File: config.mk
export PLATFORM = sky130hd
export DESIGN_NAME = alu_host_cmd_flat
export DESIGN_NICKNAME = d
export VERILOG_FILES = /design/src/rtl/alu_host_cmd_if.sv /design/src/rtl/alu_host_cmd.sv /design/src/flat_wrapper.sv
export SDC_FILE = /design/constraint.sdc
export NUM_CORES = 1
export LEC_CHECK = 0
export CORE_AREA = 2 2 171 173
export DETAILED_ROUTE_END_ITERATION = 10
export DIE_AREA = 0 0 173 175
export SETUP_SLACK_MARGIN = 0.3
export SYNTH_ARGS = -nofsm -noshare
export SYNTH_HDL_FRONTEND = slang
export SYNTH_SLANG_ARGS = --single-unit
File: constraint.sdc
create_clock -name clk_i -period 5.9 [get_ports clk_i]
set_clock_uncertainty 0.05 [all_clocks]
set_input_delay 0.885 -clock clk_i [delete_from_list [all_inputs] [get_ports clk_i]]
set_output_delay 0.885 -clock clk_i [all_outputs]
set_load 0.01 [all_outputs]
File: src/rtl/alu_host_cmd_if.sv
// Host-side command/byte-stream/response bundle for alu_host_cmd.
// The slave modport is the alu_host_cmd side; master is whoever drives commands
// and emulates the UART byte streams.
interface alu_host_cmd_if;
    logic [7:0]  cmd_opcode_i;
    logic [31:0] cmd_operand_a_i;
    logic [31:0] cmd_operand_b_i;
    logic        cmd_valid_i;
    logic        cmd_ready_o;
    logic [7:0]  tx_tdata_o;
    logic        tx_tvalid_o;
    logic        tx_tready_i;
    logic [7:0]  rx_tdata_i;
    logic        rx_tvalid_i;
    logic        rx_tready_o;
    logic [31:0] rsp_data_o;
    logic        rsp_error_o;
    logic        rsp_valid_o;
    logic        rsp_ready_i;

    modport slave (
        input  cmd_opcode_i, cmd_operand_a_i, cmd_operand_b_i, cmd_valid_i,
        output cmd_ready_o,
        output tx_tdata_o, tx_tvalid_o,
        input  tx_tready_i,
        input  rx_tdata_i, rx_tvalid_i,
        output rx_tready_o,
        output rsp_data_o, rsp_error_o, rsp_valid_o,
        input  rsp_ready_i
    );

    modport master (
        output cmd_opcode_i, cmd_operand_a_i, cmd_operand_b_i, cmd_valid_i,
        input  cmd_ready_o,
        input  tx_tdata_o, tx_tvalid_o,
        output tx_tready_i,
        output rx_tdata_i, rx_tvalid_i,
        input  rx_tready_o,
        input  rsp_data_o, rsp_error_o, rsp_valid_o,
        output rsp_ready_i
    );
endinterface

File: src/rtl/alu_host_cmd.sv
// alu_host_cmd: host-side initiator for the UART ALU packet protocol.
// Serialises one command into a 12-byte packet, then gathers a 4-byte
// little-endian result (or aborts on a response timeout). All outputs are
// registered; the FSM computes every next-state value in one comb process.
module alu_host_cmd #(
    parameter int unsigned TimeoutCycles = 1000000
) (
    input  logic         clk_i,
    input  logic         reset_ni,
    alu_host_cmd_if.slave bus
);

    localparam int unsigned TimerW = $clog2(TimeoutCycles);
    localparam logic [TimerW-1:0] TimerLast = TimerW'(TimeoutCycles - 32'd1);
    localparam logic [TimerW-1:0] TimerOne  = TimerW'(32'd1);

    typedef enum logic [1:0] {
        IDLE     = 2'd0,
        SEND     = 2'd1,
        WAIT_RSP = 2'd2,
        DONE     = 2'd3
    } state_t;

    // Packet byte at a given index: opcode, 16-bit LE length (12), A LE, B LE.
    function automatic logic [7:0] pkt_byte(
        input logic [3:0]  idx,
        input logic [7:0]  op,
        input logic [31:0] a,
        input logic [31:0] b
    );
        logic [7:0] r;
        case (idx)
            4'd0:    r = op;
            4'd1:    r = 8'h00;
            4'd2:    r = 8'h0C;
            4'd3:    r = 8'h00;
            4'd4:    r = a[7:0];
            4'd5:    r = a[15:8];
            4'd6:    r = a[23:16];
            4'd7:    r = a[31:24];
            4'd8:    r = b[7:0];
            4'd9:    r = b[15:8];
            4'd10:   r = b[23:16];
            4'd11:   r = b[31:24];
            default: r = 8'h00;
        endcase
        return r;
    endfunction

    state_t            state_r, state_s;
    logic [7:0]        opcode_r, opcode_s;
    logic [31:0]       operand_a_r, operand_a_s;
    logic [31:0]       operand_b_r, operand_b_s;
    logic [3:0]        tx_idx_r, tx_idx_s;
    logic [1:0]        rx_idx_r, rx_idx_s;
    logic [TimerW-1:0] timer_r, timer_s;
    logic              cmd_ready_r, cmd_ready_s;
    logic [7:0]        tx_tdata_r, tx_tdata_s;
    logic              tx_tvalid_r, tx_tvalid_s;
    logic              rx_tready_r, rx_tready_s;
    logic [31:0]       rsp_data_r, rsp_data_s;
    logic              rsp_error_r, rsp_error_s;
    logic              rsp_valid_r, rsp_valid_s;
    logic              rx_beat_s;

    // Next-state and next-output computation for the transaction FSM.
    always_comb begin
        state_s     = state_r;
        opcode_s    = opcode_r;
        operand_a_s = operand_a_r;
        operand_b_s = operand_b_r;
        tx_idx_s    = tx_idx_r;
        rx_idx_s    = rx_idx_r;
        timer_s     = timer_r;
        tx_tdata_s  = tx_tdata_r;
        tx_tvalid_s = tx_tvalid_r;
        rsp_data_s  = rsp_data_r;
        rsp_error_s = rsp_error_r;
        rsp_valid_s = rsp_valid_r;
        rx_tready_s = 1'b1;
        rx_beat_s   = bus.rx_tvalid_i & rx_tready_r;

        case (state_r)
            IDLE: begin
                if (bus.cmd_valid_i && cmd_ready_r) begin
                    opcode_s    = bus.cmd_opcode_i;
                    operand_a_s = bus.cmd_operand_a_i;
                    operand_b_s = bus.cmd_operand_b_i;
                    tx_idx_s    = 4'd0;
                    rsp_data_s  = 32'h0000_0000;
                    rsp_error_s = 1'b0;
                    tx_tvalid_s = 1'b1;
                    tx_tdata_s  = bus.cmd_opcode_i;
                    state_s     = SEND;
                end else begin
                    state_s = IDLE;
                end
            end
            SEND: begin
                if (tx_tvalid_r && bus.tx_tready_i) begin
                    if (tx_idx_r == 4'd11) begin
                        tx_tvalid_s = 1'b0;
                        tx_tdata_s  = 8'h00;
                        rx_idx_s    = 2'd0;
                        timer_s     = '0;
                        state_s     = WAIT_RSP;
                    end else begin
                        tx_idx_s   = tx_idx_r + 4'd1;
                        tx_tdata_s = pkt_byte(tx_idx_r + 4'd1, opcode_r, operand_a_r, operand_b_r);
                    end
                end else begin
                    state_s = SEND;
                end
            end
            WAIT_RSP: begin
                // A beat always wins over an expiring timer.
                if (rx_beat_s) begin
                    rsp_data_s[{rx_idx_r, 3'b000} +: 8] = bus.rx_tdata_i;
                    rx_idx_s = rx_idx_r + 2'd1;
                    timer_s  = '0;
                    if (rx_idx_r == 2'd3) begin
                        rsp_error_s = 1'b0;
                        rsp_valid_s = 1'b1;
                        state_s     = DONE;
                    end else begin
                        state_s = WAIT_RSP;
                    end
                end else if (timer_r == TimerLast) begin
                    rsp_error_s = 1'b1;
                    rsp_valid_s = 1'b1;
                    state_s     = DONE;
                end else begin
                    timer_s = timer_r + TimerOne;
                end
            end
            DONE: begin
                if (bus.rsp_ready_i) begin
                    rsp_valid_s = 1'b0;
                    state_s     = IDLE;
                end else begin
                    state_s = DONE;
                end
            end
            default: begin
                state_s     = IDLE;
                tx_tvalid_s = 1'b0;
                rsp_valid_s = 1'b0;
            end
        endcase

        cmd_ready_s = (state_s == IDLE);
    end

    // State and output registers; reset aborts any transaction in flight.
    always_ff @(posedge clk_i or negedge reset_ni) begin
        if (!reset_ni) begin
            state_r     <= IDLE;
            opcode_r    <= 8'h00;
            operand_a_r <= 32'h0000_0000;
            operand_b_r <= 32'h0000_0000;
            tx_idx_r    <= 4'd0;
            rx_idx_r    <= 2'd0;
            timer_r     <= '0;
            cmd_ready_r <= 1'b0;
            tx_tdata_r  <= 8'h00;
            tx_tvalid_r <= 1'b0;
            rx_tready_r <= 1'b0;
            rsp_data_r  <= 32'h0000_0000;
            rsp_error_r <= 1'b0;
            rsp_valid_r <= 1'b0;
        end else begin
            state_r     <= state_s;
            opcode_r    <= opcode_s;
            operand_a_r <= operand_a_s;
            operand_b_r <= operand_b_s;
            tx_idx_r    <= tx_idx_s;
            rx_idx_r    <= rx_idx_s;
            timer_r     <= timer_s;
            cmd_ready_r <= cmd_ready_s;
            tx_tdata_r  <= tx_tdata_s;
            tx_tvalid_r <= tx_tvalid_s;
            rx_tready_r <= rx_tready_s;
            rsp_data_r  <= rsp_data_s;
            rsp_error_r <= rsp_error_s;
            rsp_valid_r <= rsp_valid_s;
        end
    end

    assign bus.cmd_ready_o = cmd_ready_r;
    assign bus.tx_tdata_o  = tx_tdata_r;
    assign bus.tx_tvalid_o = tx_tvalid_r;
    assign bus.rx_tready_o = rx_tready_r;
    assign bus.rsp_data_o  = rsp_data_r;
    assign bus.rsp_error_o = rsp_error_r;
    assign bus.rsp_valid_o = rsp_valid_r;

endmodule

File: src/flat_wrapper.sv
// flat-port wrapper written by rule: the top's interface ports become plain ports
module alu_host_cmd_flat 
#(
    parameter int unsigned TimeoutCycles = 1000000
)
  (clk_i, reset_ni, bus_cmd_opcode_i, bus_cmd_operand_a_i, bus_cmd_operand_b_i, bus_cmd_valid_i, bus_cmd_ready_o, bus_tx_tdata_o, bus_tx_tvalid_o, bus_tx_tready_i, bus_rx_tdata_i, bus_rx_tvalid_i, bus_rx_tready_o, bus_rsp_data_o, bus_rsp_error_o, bus_rsp_valid_o, bus_rsp_ready_i);
  alu_host_cmd_if bus_i ();
  input  logic clk_i;
  input  logic reset_ni;
  input wire logic [$bits(bus_i.cmd_opcode_i)-1:0] bus_cmd_opcode_i;
  input wire logic [$bits(bus_i.cmd_operand_a_i)-1:0] bus_cmd_operand_a_i;
  input wire logic [$bits(bus_i.cmd_operand_b_i)-1:0] bus_cmd_operand_b_i;
  input wire logic [$bits(bus_i.cmd_valid_i)-1:0] bus_cmd_valid_i;
  output wire logic [$bits(bus_i.cmd_ready_o)-1:0] bus_cmd_ready_o;
  output wire logic [$bits(bus_i.tx_tdata_o)-1:0] bus_tx_tdata_o;
  output wire logic [$bits(bus_i.tx_tvalid_o)-1:0] bus_tx_tvalid_o;
  input wire logic [$bits(bus_i.tx_tready_i)-1:0] bus_tx_tready_i;
  input wire logic [$bits(bus_i.rx_tdata_i)-1:0] bus_rx_tdata_i;
  input wire logic [$bits(bus_i.rx_tvalid_i)-1:0] bus_rx_tvalid_i;
  output wire logic [$bits(bus_i.rx_tready_o)-1:0] bus_rx_tready_o;
  output wire logic [$bits(bus_i.rsp_data_o)-1:0] bus_rsp_data_o;
  output wire logic [$bits(bus_i.rsp_error_o)-1:0] bus_rsp_error_o;
  output wire logic [$bits(bus_i.rsp_valid_o)-1:0] bus_rsp_valid_o;
  input wire logic [$bits(bus_i.rsp_ready_i)-1:0] bus_rsp_ready_i;
  assign bus_i.cmd_opcode_i = bus_cmd_opcode_i;
  assign bus_i.cmd_operand_a_i = bus_cmd_operand_a_i;
  assign bus_i.cmd_operand_b_i = bus_cmd_operand_b_i;
  assign bus_i.cmd_valid_i = bus_cmd_valid_i;
  assign bus_cmd_ready_o = bus_i.cmd_ready_o;
  assign bus_tx_tdata_o = bus_i.tx_tdata_o;
  assign bus_tx_tvalid_o = bus_i.tx_tvalid_o;
  assign bus_i.tx_tready_i = bus_tx_tready_i;
  assign bus_i.rx_tdata_i = bus_rx_tdata_i;
  assign bus_i.rx_tvalid_i = bus_rx_tvalid_i;
  assign bus_rx_tready_o = bus_i.rx_tready_o;
  assign bus_rsp_data_o = bus_i.rsp_data_o;
  assign bus_rsp_error_o = bus_i.rsp_error_o;
  assign bus_rsp_valid_o = bus_i.rsp_valid_o;
  assign bus_i.rsp_ready_i = bus_rsp_ready_i;
  alu_host_cmd #(.TimeoutCycles(TimeoutCycles)) u_core (.clk_i(clk_i), .reset_ni(reset_ni), .bus(bus_i));
endmodule
# Yosys cells after proc, flatten, opt, wreduce, memory -nomap -nowiden
# Cells that the tools add are included.
[classes] muxes=43 n_reduce_logical=18 bitwise_logic=1 n_eq_ne=24 n_shift=2 add_sub_neg=4
[ops] operator="two-way mux 20 bit" n=4
[ops] operator="one-hot mux 8 bit (10 select lines)" n=1
[ops] operator="two-way mux 32 bit" n=2
[ops] operator="one-hot mux 32 bit (2 select lines)" n=1
[ops] operator="one-hot mux 20 bit (2 select lines)" n=1
[ops] operator="bitwise mux 32 bit" n=1
[ops] operator="variable shift 8 x 7 -> 32 bit, first input constant" n=1
[ops] operator="indexed part select 8 x 7 -> 32 bit" n=1
[ops] operator="two-way mux 8 bit" n=3
[ops] operator="AND reduction 4 bit" n=6
[ops] operator="adder 20 x 1 -> 20 bit, second input constant" n=1
[ops] operator="== test 20 bit, second input constant" n=1
[ops] operator="== test 4 bit, second input constant" n=5
[ops] operator="== test 4 x 3 -> 1 bit, second input constant" n=4
[ops] operator="two-way mux 2 bit" n=8
[ops] operator="one-hot mux 8 bit (2 select lines)" n=1
[ops] operator="two-way mux 1 bit" n=12
[ops] operator="two-way mux 4 bit" n=3
[ops] operator="!= test 2 x 1 -> 1 bit, second input constant" n=4
[ops] operator="one-hot mux 2 bit (4 select lines)" n=1
[ops] operator="one-hot mux 4 bit (2 select lines)" n=1
[ops] operator="nonzero test 2 bit" n=4
[ops] operator="negation 5 -> 7 bit" n=1
[ops] operator="== test 2 bit, second input constant" n=3
[ops] operator="16 further kinds" n=22
[word_totals] ff_bits=145 elab_cells=106 output_inout_bits=45 in_bits=86

# Logic depth before layout (Yosys ltp)
# Gate-level depths: netlist (run 1).
[depth] word_depth=6 depth_mapped=9 mapped_depth_nobuf=7

# Worst setup path before layout (run 1)
# No wires, ideal clock.
[synth_path] path_type="input to register" from="input port bus_cmd_valid_i" to="register u_core.tx_idx_r[1]" t_arrival_ps=1982 setup_ps=121 setup_slack_ps=3747 path_stages=6 required_ps=5729 path_buffers=1 path_cell_list="a21boi_1 -> or3_1 -> buf_2 -> nor2_2 -> o21ai_0 -> a22o_1"
[synth_via] elab_chain_len=3
[synth_rtl] item="start: declaration" line_no="flat_wrapper.sv:13" source="input wire logic [$bits(bus_i.cmd_valid_i)-1:0] bus_cmd_valid_i;"
[synth_rtl] item="logical AND 1 bit" line_no="alu_host_cmd.sv:85" source="if (bus.cmd_valid_i && cmd_ready_r) begin"
[synth_rtl] item="!= test 2 x 1 -> 1 bit (no line)"
[synth_rtl] item="AND reduction 4 bit (no line)"
[synth_rtl] item="end signal: assignment" line_no="alu_host_cmd.sv:176" source="tx_idx_r <= tx_idx_s;"
[synth_rtl] item="end: declaration" line_no="alu_host_cmd.sv:54" source="logic [3:0] tx_idx_r, tx_idx_s;"
# Every way passes these cells.
# A chain may end at the register's enable or synchronous reset.

# Final worst setup path (run 1)
[layout_path] from="register u_core.tx_idx_r[0]" to="register u_core.tx_tdata_r[5] (netlist: u_core.bus.tx_tdata_o[5])"
[layout_via] elab_chain_len=6 elab_cells_between_ends=16 classes_between="add/sub: 1; eq/ne: 10; mux: 4; reduce/logical: 1"
[layout_rtl] item="adder 4 x 1 -> 4 bit" line_no="alu_host_cmd.sv:109" source="tx_tdata_s = pkt_byte(tx_idx_r + 4'd1, opcode_r, operand_a_r, operand_b_r);"
[layout_rtl] item="== test 4 bit, or another cell as far along" line_no="alu_host_cmd.sv:32" source="case (idx)"
[layout_rtl] item="one-hot mux 8 bit (10 select lines)" line_no="alu_host_cmd.sv:32"
[layout_rtl] item="two-way mux 8 bit *" line_no="alu_host_cmd.sv:101" source="if (tx_idx_r == 4'd11) begin"
[layout_rtl] item="two-way mux 8 bit *" line_no="alu_host_cmd.sv:100" source="if (tx_tvalid_r && bus.tx_tready_i) begin"
[layout_rtl] item="one-hot mux 8 bit (2 select lines) *" line_no="alu_host_cmd.sv:83" source="case (state_r)"
[layout_rtl] item="end signal: assignment" line_no="alu_host_cmd.sv:180" source="tx_tdata_r <= tx_tdata_s;"
[layout_rtl] item="end: declaration" line_no="alu_host_cmd.sv:58" source="logic [7:0] tx_tdata_r, tx_tdata_s;"
# Mark *: on every way between the ends. The rest lies on a longest branch, timed or not. The select of a mux whose other input is x is not followed.

==> results of run 1 <==
[final cells by class]
class / count / area, um2 / area share [%]
clock buffers: 21 / 470 / 5.05
flip-flops and latches: 145 / 3630 / 38.9
repair buffers: 135 / 1340 / 14.4
well taps: 384 / 480 / 5.16
inverters: 24 / 90.1 / 0.967
clock inverters: 11 / 175 / 1.88
multi-input cells: 597 / 3130 / 33.6
[power groups by stage]
stage | Clock, uW | Sequential (uW) | Combinational, uW
final | 1180 | 1450 | 1310
after global routing | 1250 | 1490 | 1480
after CTS | 1200 | 1450 | 1320
after detailed placement | 0 | 1460 | 1310
after global placement | 0 | 1460 | 1300
after floorplan | 0 | 1420 | 887
[worst min-delay path, stage by stage (launching register included)]
cell                      delay, ns
sky130_fd_sc_hd__dfrtp_1       0.34
sky130_fd_sc_hd__nand2_1       0.05
sky130_fd_sc_hd__nand2_1       0.05
[metal layers]
layer  up-vias  share of wire, %
met5         -                 0
met1      2980                48
li1       2970                 -
met3        19               4.1
met2       156                47
met4         0               1.2
[sequential cells by signal, summed over array words and instances (netlist names)]
name,count
u_core.bus.rsp_valid_o,1
u_core.tx_idx_r,4
u_core.rx_idx_r,2
u_core.bus.cmd_ready_o,1
u_core.timer_r,20
u_core.bus.rsp_error_o,1
u_core.opcode_r,8
u_core.bus.rx_tready_o,1
u_core.operand_a_r,32
u_core.operand_b_r,32
u_core.bus.tx_tdata_o,8
u_core.state_r,2
u_core.bus.rsp_data_o,32
u_core.bus.tx_tvalid_o,1
[logic make-up (layout without fill, tap and decap cells)]
kind of cell             after synthesis  count (layout)  share of synthesized area, %
AO/OA/AOI/OAI                        135             135                          13.0
buffers and inverters                 64             191                          3.79
adder cells (fa/ha/maj)               14              14                          2.49
AND/OR/NAND/NOR                      429             429                          26.6
XOR/XNOR                              11              11                          1.37
flip-flops                           145             145                          51.7
multiplexers                           7               7                          1.10
other                                  1               1                        0.0534
[metrics by stage]
stage | util (%) | instances | instance area [um2] | hold WS, ns | setup slack (ns)
floorplan | - | 806 | 7020 | 0.388 | 3.75
global placement | 30.5 | 1285 | 8670 | 0.406 | 2.85
detailed placement | 30.5 | 1285 | 8670 | 0.409 | 2.84
CTS | 32.8 | 1317 | 9320 | 0.424 | 3.15
global route | 32.8 | 1317 | 9320 | 0.443 | 2.94
finish | 32.8 | 1317 | 9320 | 0.417 | 3.13
[path summary, 6_finish.rpt]
path                                                  to                     start  depth (start not counted)  slack (ns)
worst max-delay path            u_core.bus.tx_tdata_o[5]        u_core.tx_idx_r[0]                          7        3.13
worst min-delay path            u_core.bus.rsp_data_o[3]  u_core.bus.rsp_data_o[3]                          2        0.42
worst max register to register  u_core.bus.tx_tdata_o[5]        u_core.tx_idx_r[0]                          7        3.13
worst min register to register  u_core.bus.rsp_data_o[3]  u_core.bus.rsp_data_o[3]                          2        0.42
max in group asynchronous         u_core.operand_b_r[16]                  reset_ni                          2        4.11
min in group asynchronous         u_core.operand_a_r[27]                  reset_ni                          1        0.50
[cells in the final DEF (no fill, tap or decap), types with 7 or more instances in the layout]
cell / instances
sky130_fd_sc_hd__nor3_1: 12
sky130_fd_sc_hd__clkbuf_16: 17
sky130_fd_sc_hd__nand2_1: 292
sky130_fd_sc_hd__ha_1: 14
sky130_fd_sc_hd__nand3_1: 49
sky130_fd_sc_hd__or3_1: 7
sky130_fd_sc_hd__o21ai_0: 29
sky130_fd_sc_hd__a222oi_1: 8
sky130_fd_sc_hd__o22ai_1: 9
sky130_fd_sc_hd__nor2_1: 29
sky130_fd_sc_hd__xnor2_1: 9
sky130_fd_sc_hd__clkdlybuf4s50_1: 129
sky130_fd_sc_hd__a21oi_1: 27
sky130_fd_sc_hd__inv_1: 24
sky130_fd_sc_hd__a22oi_1: 14
sky130_fd_sc_hd__o31ai_1: 8
sky130_fd_sc_hd__dfrtp_1: 145
==> qor.tcl, run 1 <==
set qor(ctsHoldBuffers) 0
set qor(hold_viol_final) 0
set qor(final_setup_tns_ns) 0
set qor(clock.fmax_mhz) 361
set qor(slew_at_the_pin_closest_to_its_max_slew_limit_ns) 1.10
set qor(power.share.combinational_pct) 33.2
set qor(clk_transition_reported_paths_ns) 0.06
set qor(finalNetCount) 1020
set qor(grt-ovfl-total) 0
set qor(synth.yosys.warnings) 0
set qor(sw_frac_of_total_pct) 36.4
set qor(power_switching_uw) 1430
set qor(max-clock-path-buffers) 2
set qor(synth.top_cells.by_area) {sky130_fd_sc_hd__dfrtp_1 (52%), sky130_fd_sc_hd__nand2_1 (16%), sky130_fd_sc_hd__nand3_1 (3.6%), sky130_fd_sc_hd__ha_1 (2.5%), sky130_fd_sc_hd__o21ai_0 (2.1%)}
set qor(global_route.usage.met3_pct) 2.65
set qor(seq_area_frac_synth_pct) 51.7
set qor(fin_crit_ns) 2.77
set qor(met2_usage_pct) 21.3
set qor(drt_iter0_markers) 477
set qor(dr.pass1.iters) 7
set qor(core_mm2) 0.0284
set qor(critical-path-max-stage-delay_ns) 0.69
set qor(clk_latency_ns) 0.42
set qor(cp_slowest_cell) {sky130_fd_sc_hd__ha_1}
set qor(nFillCells) 2979
set qor(crit_path_cell_trace) {inv_1, ha_1, o32a_1, o31ai_1, a211oi_1, nand2_1, o22ai_1}
set qor(timing.max_slew.rel_slack_pct) 25.8
set qor(path_delay_family) {compound AO/OA/AOI/OAI gates}
set qor(clk_root_buffer_cell) {sky130_fd_sc_hd__clkbuf_16}
set qor(power.internal_uw) 2500
set qor(rows) 62
set qor(power_frac_clock_pct) 29.9
set qor(place.detailed.hpwl_um) 14400
set qor(cell_with_the_most_instances_after_synthesis) {sky130_fd_sc_hd__nand2_1}
set qor(pin_count_of_the_biggest_net_entering_global_routing) 95
set qor(criticalPathCategory) {reg2reg}
set qor(wire_length_of_the_first_global_routing_pass_um) 32900
set qor(share_of_the_clock_period_used_by_the_worst_path_pct) 47.0
set qor(pwr-share-seq_pct) 36.8
set qor(postRouteAntennaNets) 0
set qor(synth_top_area_share_pct) 51.7
set qor(post_synth_inst_count) 806
set qor(run_status) {finished clean}
set qor(static-leakage-power_uw) 0.00422
set qor(htree_num_levels) 4
set qor(post-cts-setup-buffer-count) 0
set qor(final_layout_size_suffix_gt1_share_pct) 6.22
set qor(synth_common_cells) {sky130_fd_sc_hd__nand2_1 (292), sky130_fd_sc_hd__dfrtp_1 (145), sky130_fd_sc_hd__nand3_1 (50)}
set qor(diodes) 0
set qor(crit_path_end_kind) {register}
set qor(routed_wirelength_um) 20300
set qor(crit_arrival_ns) 3.05
set qor(clk_sink_count) 145
set qor(start_kind) {register}
set qor(netlist.top_cell.by_area) {sky130_fd_sc_hd__dfrtp_1}
set qor(wl_per_cell_um) 15.4
set qor(fp.dieH_um) 175
set qor(max_cap_viol_count) 0
set qor(gp_congestion) 0.808
set qor(met1_usage_pct) 18.9
set qor(first_global_vias) 6080
set qor(route.detailed.drc) 0
set qor(rsz0062_at_grt) {false}
set qor(total_die_area_mm2) 0.0303
set qor(postSynthRegisterBits) 145
set qor(numPortBuffers) 130
set qor(final_max_slew_viol_count) 0
set qor(power_density_mw_per_mm2) 422
set qor(detail_route.vias_per_cell) 4.65
set qor(grt_busiest_layer) {met2}
set qor(post_cts_resize_count) 0
set qor(dominantRegCellSynth) {sky130_fd_sc_hd__dfrtp_1}
set qor(synth_cell_types) 63
set qor(synth_async_sr_flop_share_pct) 100
set qor(mappedNetlistArea_mm2) 0.00702
set qor(synth_edf_count) 0
set qor(number_of_antenna_violations_at_the_first_check_in_global_routing) 0
set qor(initial_utilization_pct) 24.7
set qor(flow.area_growth_from_synthesis_pct) 32.7
set qor(ir_worst_vdd_mv) 0.220
set qor(num_vias) 6125
set qor(synthesis.nets) 906
set qor(hold_path_class) {reg2reg}
set qor(grt_util_overall_pct) 13.6
set qor(crit_path_max_fanout) 17
set qor(chipWidth_um) 173
set qor(worstPathBufferInverterCount) 1
set qor(synth_area_per_cell_um2) 8.71
set qor(cp_data_required_time_ns) 6.18
set qor(final-setup-viol-count) 0
set qor(cts_tree) {done}
set qor(cts-buffers-inserted) 17
set qor(pin_count) 131
set qor(power.total_uw) 3940
Note: power is estimated with default switching activity, not from simulation.
==> run 2, diff against run 1 <==
==> constraint.sdc (replaced) <==
create_clock -name clk_i -period 2.35 [get_ports clk_i]
set_clock_uncertainty 0.05 [all_clocks]
set_input_delay 0.3525 -clock clk_i [delete_from_list [all_inputs] [get_ports clk_i]]
set_output_delay 0.3525 -clock clk_i [all_outputs]
set_load 0.01 [all_outputs]
==> qor.tcl, run 2 (synthesis gave the netlist of run 1 again) <==
set qor(final_max_slew_viol_count) 0 ;# unchanged
set qor(grt_busiest_layer) {met2} ;# unchanged
set qor(cp_slowest_cell) {sky130_fd_sc_hd__dfrtp_2} ;# was sky130_fd_sc_hd__ha_1
set qor(share_of_the_clock_period_used_by_the_worst_path_pct) 87.2 ;# was 47.0%
set qor(crit_path_end_kind) {register} ;# unchanged
set qor(pin_count_of_the_biggest_net_entering_global_routing) 73 ;# was 95
set qor(final_setup_tns_ns) 0 ;# unchanged
set qor(htree_num_levels) 4 ;# unchanged
set qor(hold_path_class) {in2async} ;# was reg2reg
set qor(chipWidth_um) 173 ;# unchanged
set qor(fin_crit_ns) 2.05 ;# was 2.77 ns
set qor(power.total_uw) 11200 ;# was 3940 uW
set qor(highest_count_cells_in_the_layout_ignoring_fill_and_taps) {sky130_fd_sc_hd__nand2_1 (291), sky130_fd_sc_hd__dfrtp_1 (142), sky130_fd_sc_hd__clkdlybuf4s50_1 (129)} ;# was sky130_fd_sc_hd__nand2_1 (292), sky130_fd_sc_hd__dfrtp_1 (145), sky130_fd_sc_hd__clkdlybuf4s50_1 (129)
set qor(met2_usage_pct) 22.3 ;# was 21.3%
set qor(dr.pass1.iters) 5 ;# was 7
set qor(wl_per_cell_um) 15.6 ;# was 15.4 um
set qor(crit_arrival_ns) 2.30 ;# was 3.05 ns
set qor(route.detailed.drc) 0 ;# unchanged
set qor(slew_at_the_pin_closest_to_its_max_slew_limit_ns) 0.529 ;# was 1.10 ns
set qor(finalNetCount) 1086 ;# was 1,020
set qor(final-setup-viol-count) 0 ;# unchanged
set qor(criticalPathCategory) {reg2reg} ;# unchanged
set qor(final_layout_size_suffix_gt1_share_pct) 18.2 ;# was 6.22%
set qor(clk_sink_count) 145 ;# unchanged
set qor(pin_count) 131 ;# unchanged
set qor(drt_iter0_markers) 381 ;# was 477
set qor(clock.fmax_mhz) 488 ;# was 361 MHz
set qor(worst_path_most_repeated_cell) {sky130_fd_sc_hd__buf_12}
set qor(start_kind) {register} ;# unchanged
set qor(postRouteAntennaNets) 0 ;# unchanged
set qor(timing.max_slew.rel_slack_pct) 64.7 ;# was 25.8%
set qor(number_of_antenna_violations_at_the_first_check_in_global_routing) 1 ;# was 0
set qor(flow.area_growth_from_synthesis_pct) 46.5 ;# was 32.7%
set qor(ir_worst_vdd_mv) 0.554 ;# was 0.220 mV
set qor(initial_utilization_pct) 24.7 ;# unchanged
set qor(cp_data_required_time_ns) 2.60 ;# was 6.18 ns
set qor(core_mm2) 0.0284 ;# unchanged
set qor(place.detailed.hpwl_um) 15100 ;# was 14,400 um
set qor(routed_wirelength_um) 21600 ;# was 20,300 um
set qor(fp.dieH_um) 175 ;# unchanged
set qor(grt_util_overall_pct) 14.0 ;# was 13.6%
set qor(grt-ovfl-total) 0 ;# unchanged
set qor(critical-path-max-stage-delay_ns) 0.47 ;# was 0.69 ns
set qor(crit_cells) 9 ;# was 7
set qor(max_cap_viol_count) 0 ;# unchanged
set qor(path_delay_family) {compound AO/OA/AOI/OAI gates} ;# unchanged
set qor(diodes) 0 ;# unchanged
set qor(run_status) {finished clean} ;# unchanged
set qor(sequential_cell_area_mm2) 0.00363 ;# about the same
set qor(worstPathBufferInverterCount) 4 ;# was 1
set qor(max-clock-path-buffers) 2 ;# unchanged
set qor(total_die_area_mm2) 0.0303 ;# unchanged
set qor(post-route-worst-setup-slack_ns) 0.302 ;# was 3.13 ns
set qor(logic_depth_of_the_worst_register_to_register_path) 9 ;# was 7
set qor(crit_path_max_fanout) 8 ;# was 17
set qor(nFillCells) 2885 ;# was 2,979
set qor(numPortBuffers) 130 ;# unchanged
set qor(cts-buffers-inserted) 17 ;# unchanged
set qor(gp_congestion) 0.836 ;# was 0.808
set qor(power_density_mw_per_mm2) 1090 ;# was 422 mW/mm2
set qor(num_vias) 6400 ;# was 6,125
set qor(hold_viol_final) 0 ;# unchanged
set qor(clk_transition_reported_paths_ns) 0.06 ;# about the same
set qor(multi_input_area_mm2) 0.00350 ;# was 0.00313 mm2
set qor(pre_cts_ws_ns) -0.0936 ;# was 2.84 ns
set qor(most_common_cell_after_layout_fill_and_taps_aside) {sky130_fd_sc_hd__nand2_1} ;# unchanged
set qor(first_global_vias) 6172 ;# was 6,080
set qor(wire_length_of_the_first_global_routing_pass_um) 33400 ;# was 32,900 um
set qor(crit_path_cell_trace) {inv_4, ha_4, buf_12, buf_12, a222oi_1, buf_4, a21oi_2, a221oi_2, o22ai_2} ;# was inv_1, ha_1, o32a_1, o31ai_1, a211oi_1, nand2_1, o22ai_1
set qor(rsz0062_at_grt) {true} ;# was false
set qor(met1_usage_pct) 19.1 ;# was 18.9%
set qor(global_route.usage.met3_pct) 3.00 ;# was 2.65%
set qor(detail_route.vias_per_cell) 4.63 ;# was 4.65
set qor(cts_tree) {done} ;# unchanged
set qor(clk_latency_ns) 0.43 ;# was 0.42 ns
set qor(rows) 62 ;# unchanged
set qor(clk_root_buffer_cell) {sky130_fd_sc_hd__clkbuf_16} ;# unchanged
set qor(static-leakage-power_uw) 0.00462 ;# was 0.00422 uW
==> run 2: changes by cell type in the layout (fill, tap and decap cells not counted), moves of 4 or more <==
cell                       before  now
sky130_fd_sc_hd__ha_1          14    5
sky130_fd_sc_hd__buf_4          5   55
sky130_fd_sc_hd__inv_1         24   20
sky130_fd_sc_hd__a221oi_1       6    0
sky130_fd_sc_hd__o22ai_2        0    6
sky130_fd_sc_hd__a221oi_2       0    4
sky130_fd_sc_hd__o22ai_1        9    3
sky130_fd_sc_hd__buf_12         0    8
sky130_fd_sc_hd__buf_6          1    5
sky130_fd_sc_hd__ha_4           0    6
sky130_fd_sc_hd__a21oi_1       27   23
==> run 2: power by group <==
group | leakage (uW) | switching [uW] | total (uW) | internal (uW)
sequential | 0.00188 | 490 | 3700 | 3210
clock | 0.000284 | 1110 | 2760 | 1650
combinational | 0.00246 | 2520 | 4730 | 2200
total | 0.00462 | 4120 | 11200 | 7060
==> run 2: final cells by class <==
type | instances | share of cell area, %
multi-input cells | 598 | 34.0
clock buffers | 20 | 4.54
well taps | 384 | 4.67
clock inverters | 12 | 1.28
repair buffers | 200 | 19.3
flip-flops and latches | 145 | 35.3
inverters | 24 | 0.900
==> run 2: repair_timing <==
action,in CTS,in global routing
buffers inserted,8,10
pin swaps,7,27
endpoints found under the hold margin,48,0
gates cloned,1,2
hold buffers,1,0
resized for setup,20,66
endpoints found under the setup margin,34,80
==> run 2: final timing paths <==
check	startpoint	end	slack [ns]
setup / recovery	u_core.tx_idx_r[0]	u_core.bus.tx_tdata_o[5]	0.30
hold / removal	reset_ni	u_core.operand_a_r[30]	0.39
setup reg to reg	u_core.tx_idx_r[0]	u_core.bus.tx_tdata_o[5]	0.30
hold reg to reg	u_core.bus.rsp_data_o[2]	u_core.bus.rsp_data_o[2]	0.41
max in group asynchronous	reset_ni	u_core.state_r[0]	1.21
min in group clk_i	bus_cmd_operand_b_i[25]	u_core.operand_b_r[25]	0.39
==> run 2: per-stage QoR <==
stage          utilization (%)  instances  hold WS [ns]  cell area [um2]
3_3_place_gp              32.0       1329         0.294             9100
4_1_cts                   34.8       1371         0.379             9870
5_1_grt                   36.2       1383         0.396            10300
6_report                  36.2       1383         0.386            10300
2_1_floorplan                -        806       0.00691             7030
3_5_place_dp              32.0       1329         0.295             9100
==> run 2: layer usage <==
metal	wire [um]	vias to the layer above
met2	10300	156
met3	991	22
met1	9990	3109
li1	-	3111
met4	263	2
met5	13	-
==> run 3, diff against run 2 <==
--- a/config.mk
+++ b/config.mk
@@ -8,6 +8,8 @@
 export CORE_AREA = 2 2 171 173
 export DETAILED_ROUTE_END_ITERATION = 10
 export DIE_AREA = 0 0 173 175
+export PLACE_DENSITY = 0.41
+export RECOVER_POWER = 25
 export SETUP_SLACK_MARGIN = 0.3
 export SYNTH_ARGS = -nofsm -noshare
 export SYNTH_HDL_FRONTEND = slang
==> constraint.sdc (replaced) <==
create_clock -name clk_i -period 2.4 [get_ports clk_i]
set_clock_uncertainty 0.05 [all_clocks]
set_input_delay 0.36 -clock clk_i [delete_from_list [all_inputs] [get_ports clk_i]]
set_output_delay 0.36 -clock clk_i [all_outputs]
set_load 0.01 [all_outputs]
==> qor.tcl, run 3 (synthesis gave the netlist of run 1 again) <==
set qor(core_mm2) 0.0284 ;# unchanged
set qor(ir_worst_vdd_mv) 0.528 ;# was 0.554 mV
set qor(wire_length_of_the_first_global_routing_pass_um) 35000 ;# was 33,400 um
set qor(timing.reg2reg.setup_slack_ns) 0.35 ;# was 0.30 ns
set qor(gp_congestion) 0.780 ;# was 0.836
set qor(critical-path-max-stage-delay_ns) 0.51 ;# was 0.47 ns
set qor(initial_utilization_pct) 24.7 ;# unchanged
set qor(clk_root_buffer_cell) {sky130_fd_sc_hd__clkbuf_16} ;# unchanged
set qor(pin_count_of_the_biggest_net_entering_global_routing) 73 ;# unchanged
set qor(most_common_cell_after_layout_fill_and_taps_aside) {sky130_fd_sc_hd__nand2_1} ;# unchanged
set qor(final_setup_tns_ns) 0 ;# unchanged
set qor(clk_latency_ns) 0.43 ;# about the same
set qor(max-clock-path-buffers) 2 ;# unchanged
set qor(diodes) 0 ;# unchanged
set qor(crit_arrival_ns) 2.36 ;# was 2.30 ns
set qor(highest_count_cells_in_the_layout_ignoring_fill_and_taps) {sky130_fd_sc_hd__nand2_1 (291), sky130_fd_sc_hd__dfrtp_1 (142), sky130_fd_sc_hd__clkdlybuf4s50_1 (129)} ;# unchanged
set qor(num_vias) 6119 ;# was 6,400
set qor(routed_wirelength_um) 21700 ;# was 21,600 um
set qor(fp.dieH_um) 175 ;# unchanged
set qor(final-setup-viol-count) 0 ;# unchanged
set qor(hp-start) {bus_cmd_operand_a_i[7]}
set qor(final_layout_size_suffix_gt1_share_pct) 12.4 ;# was 18.2%
set qor(power_density_mw_per_mm2) 1040 ;# was 1090 mW/mm2
set qor(grt-ovfl-total) 0 ;# unchanged
set qor(cp_slowest_cell) {sky130_fd_sc_hd__or4_1} ;# was sky130_fd_sc_hd__dfrtp_2
set qor(rows) 62 ;# unchanged
set qor(nFillCells) 3032 ;# was 2,885
set qor(final_max_slew_viol_count) 0 ;# unchanged
set qor(pre_cts_ws_ns) 0.101 ;# was -0.0936 ns
set qor(route.detailed.drc) 0 ;# unchanged
set qor(r2r_end) {u_core.timer_r[15]} ;# was u_core.bus.tx_tdata_o[5]
set qor(design_area_mm2) 0.00977 ;# was 0.0103 mm2
set qor(finalNetCount) 1056 ;# was 1,086
set qor(whs_path_depth) 3
set qor(crit_path_end_kind) {register} ;# unchanged
set qor(logic_depth_of_the_worst_register_to_register_path) 6 ;# was 9
set qor(place_area_mm2) 0.00898 ;# was 0.00910 mm2
set qor(holdWs_ns) 0.400 ;# was 0.386 ns
set qor(fin_crit_ns) 2.05 ;# about the same
set qor(detail_route.vias_per_cell) 4.52 ;# was 4.63
set qor(grt_util_overall_pct) 14.6 ;# was 14.0%
set qor(wl_per_cell_um) 16.1 ;# was 15.6 um
set qor(power.total_uw) 10100 ;# was 11,200 uW
set qor(rsz0062_at_grt) {true} ;# unchanged
set qor(clock.fmax_mhz) 488 ;# about the same
set qor(slew_at_the_pin_closest_to_its_max_slew_limit_ns) 1.27 ;# was 0.529 ns
set qor(timing.max_slew.rel_slack_pct) 15.6 ;# was 64.7%
set qor(clk_sink_count) 145 ;# unchanged
set qor(share_of_the_clock_period_used_by_the_worst_path_pct) 85.3 ;# was 87.2%
set qor(postRouteAntennaNets) 0 ;# unchanged
set qor(number_of_antenna_violations_at_the_first_check_in_global_routing) 0 ;# was 1
set qor(post-route-worst-setup-slack_ns) 0.352 ;# was 0.302 ns
set qor(criticalPathCategory) {reg2reg} ;# unchanged
set qor(hold_path_class) {in2reg} ;# was in2async
set qor(place.detailed.hpwl_um) 15200 ;# was 15,100 um
set qor(crit_path_max_fanout) 12 ;# was 8
set qor(sequential_cell_area_mm2) 0.00363 ;# unchanged
set qor(total_die_area_mm2) 0.0303 ;# unchanged
set qor(htree_num_levels) 4 ;# unchanged
set qor(crit_path_cell_trace) {ha_4, nand3b_4, o21ai_4, nand3_2, or4_1, a21oi_1} ;# was inv_4, ha_4, buf_12, buf_12, a222oi_1, buf_4, a21oi_2, a221oi_2, o22ai_2
set qor(drt_iter0_markers) 348 ;# was 381
set qor(numPortBuffers) 130 ;# unchanged
set qor(static-leakage-power_uw) 0.00442 ;# was 0.00462 uW
set qor(max_cap_viol_count) 0 ;# unchanged
set qor(start_kind) {register} ;# unchanged
set qor(hold_viol_final) 0 ;# unchanged
set qor(flow.area_growth_from_synthesis_pct) 39.1 ;# was 46.5%
set qor(run_status) {finished clean} ;# unchanged
set qor(cp_data_required_time_ns) 2.71 ;# was 2.60 ns
set qor(worst_hold_path.endpoint) {u_core.operand_a_r[7]}
set qor(first_global_vias) 6152 ;# was 6,172
set qor(pin_count) 131 ;# unchanged
set qor(multi_input_area_mm2) 0.00327 ;# was 0.00350 mm2
set qor(clk_transition_reported_paths_ns) 0.07 ;# was 0.06 ns
set qor(timing.rr.start) {u_core.tx_idx_r[0]} ;# unchanged
set qor(cts-buffers-inserted) 17 ;# unchanged
set qor(dr.pass1.iters) 6 ;# was 5
set qor(cts_tree) {done} ;# unchanged
set qor(chipWidth_um) 173 ;# unchanged
-- run 3: area by class of cell --
cell class | instances | share of cell area (%)
timing repair buffer | 171 | 17.1
sequential | 145 | 37.2
clock inverter | 15 | 1.96
tap | 384 | 4.92
inverter | 24 | 0.922
clock buffer | 17 | 4.36
multi-input combinational | 597 | 33.5
-- run 3: metrics by stage --
stage	utilization, %	cells
2_1_floorplan	-	806
3_3_place_gp	31.6	1317
3_5_place_dp	31.6	1317
4_1_cts	34.0	1350
5_1_grt	34.4	1353
6_report	34.4	1353
-- run 3: how the worst max path moves through the flow --
stage                             startpoint                   endpoint  cells after the start
final                     u_core.tx_idx_r[0]         u_core.timer_r[15]                      6
after global routing      u_core.tx_idx_r[0]         u_core.timer_r[15]                      6
after CTS                  u_core.state_r[0]   u_core.bus.rsp_data_o[3]                      9
after detailed placement     bus_cmd_valid_i  u_core.bus.rsp_data_o[12]                      7
after global placement       bus_cmd_valid_i  u_core.bus.rsp_data_o[24]                      6
after floorplan            u_core.state_r[0]         u_core.tx_idx_r[1]                      9
-- run 3: where the power goes --
part           switching, uW  total [uW]  internal [uW]
Sequential               496        3630           3140
Clock                   1270        2770           1500
Combinational           2150        3720           1570
Total                   3920       10100           6210
-- run 3: what timing repair did --
item / CTS / global route
endpoints found under the hold margin: 40 / 0
endpoints found under the setup margin: 38 / 58
resized for setup: 11 / 26
buffers inserted: 0 / 3
hold buffers: 1 / 0
pin swaps: 1 / 2
-- run 3: layer usage --
metal	part of all wire [%]	vias up	global-route usage (%)
li1	-	3042	-
met4	1.3	0	4.27
met2	45	124	22.3
met1	50	2933	21.0
met5	0	-	0
met3	3.9	20	2.72
-- run 3: worst max-delay path, delay by kind of cell (launching register included) --
kind | cells | cell delay (ns)
compound gates | 2 | 0.36
flops | 1 | 0.48
fa+ha+maj | 1 | 0.23
simple gates | 3 | 0.86
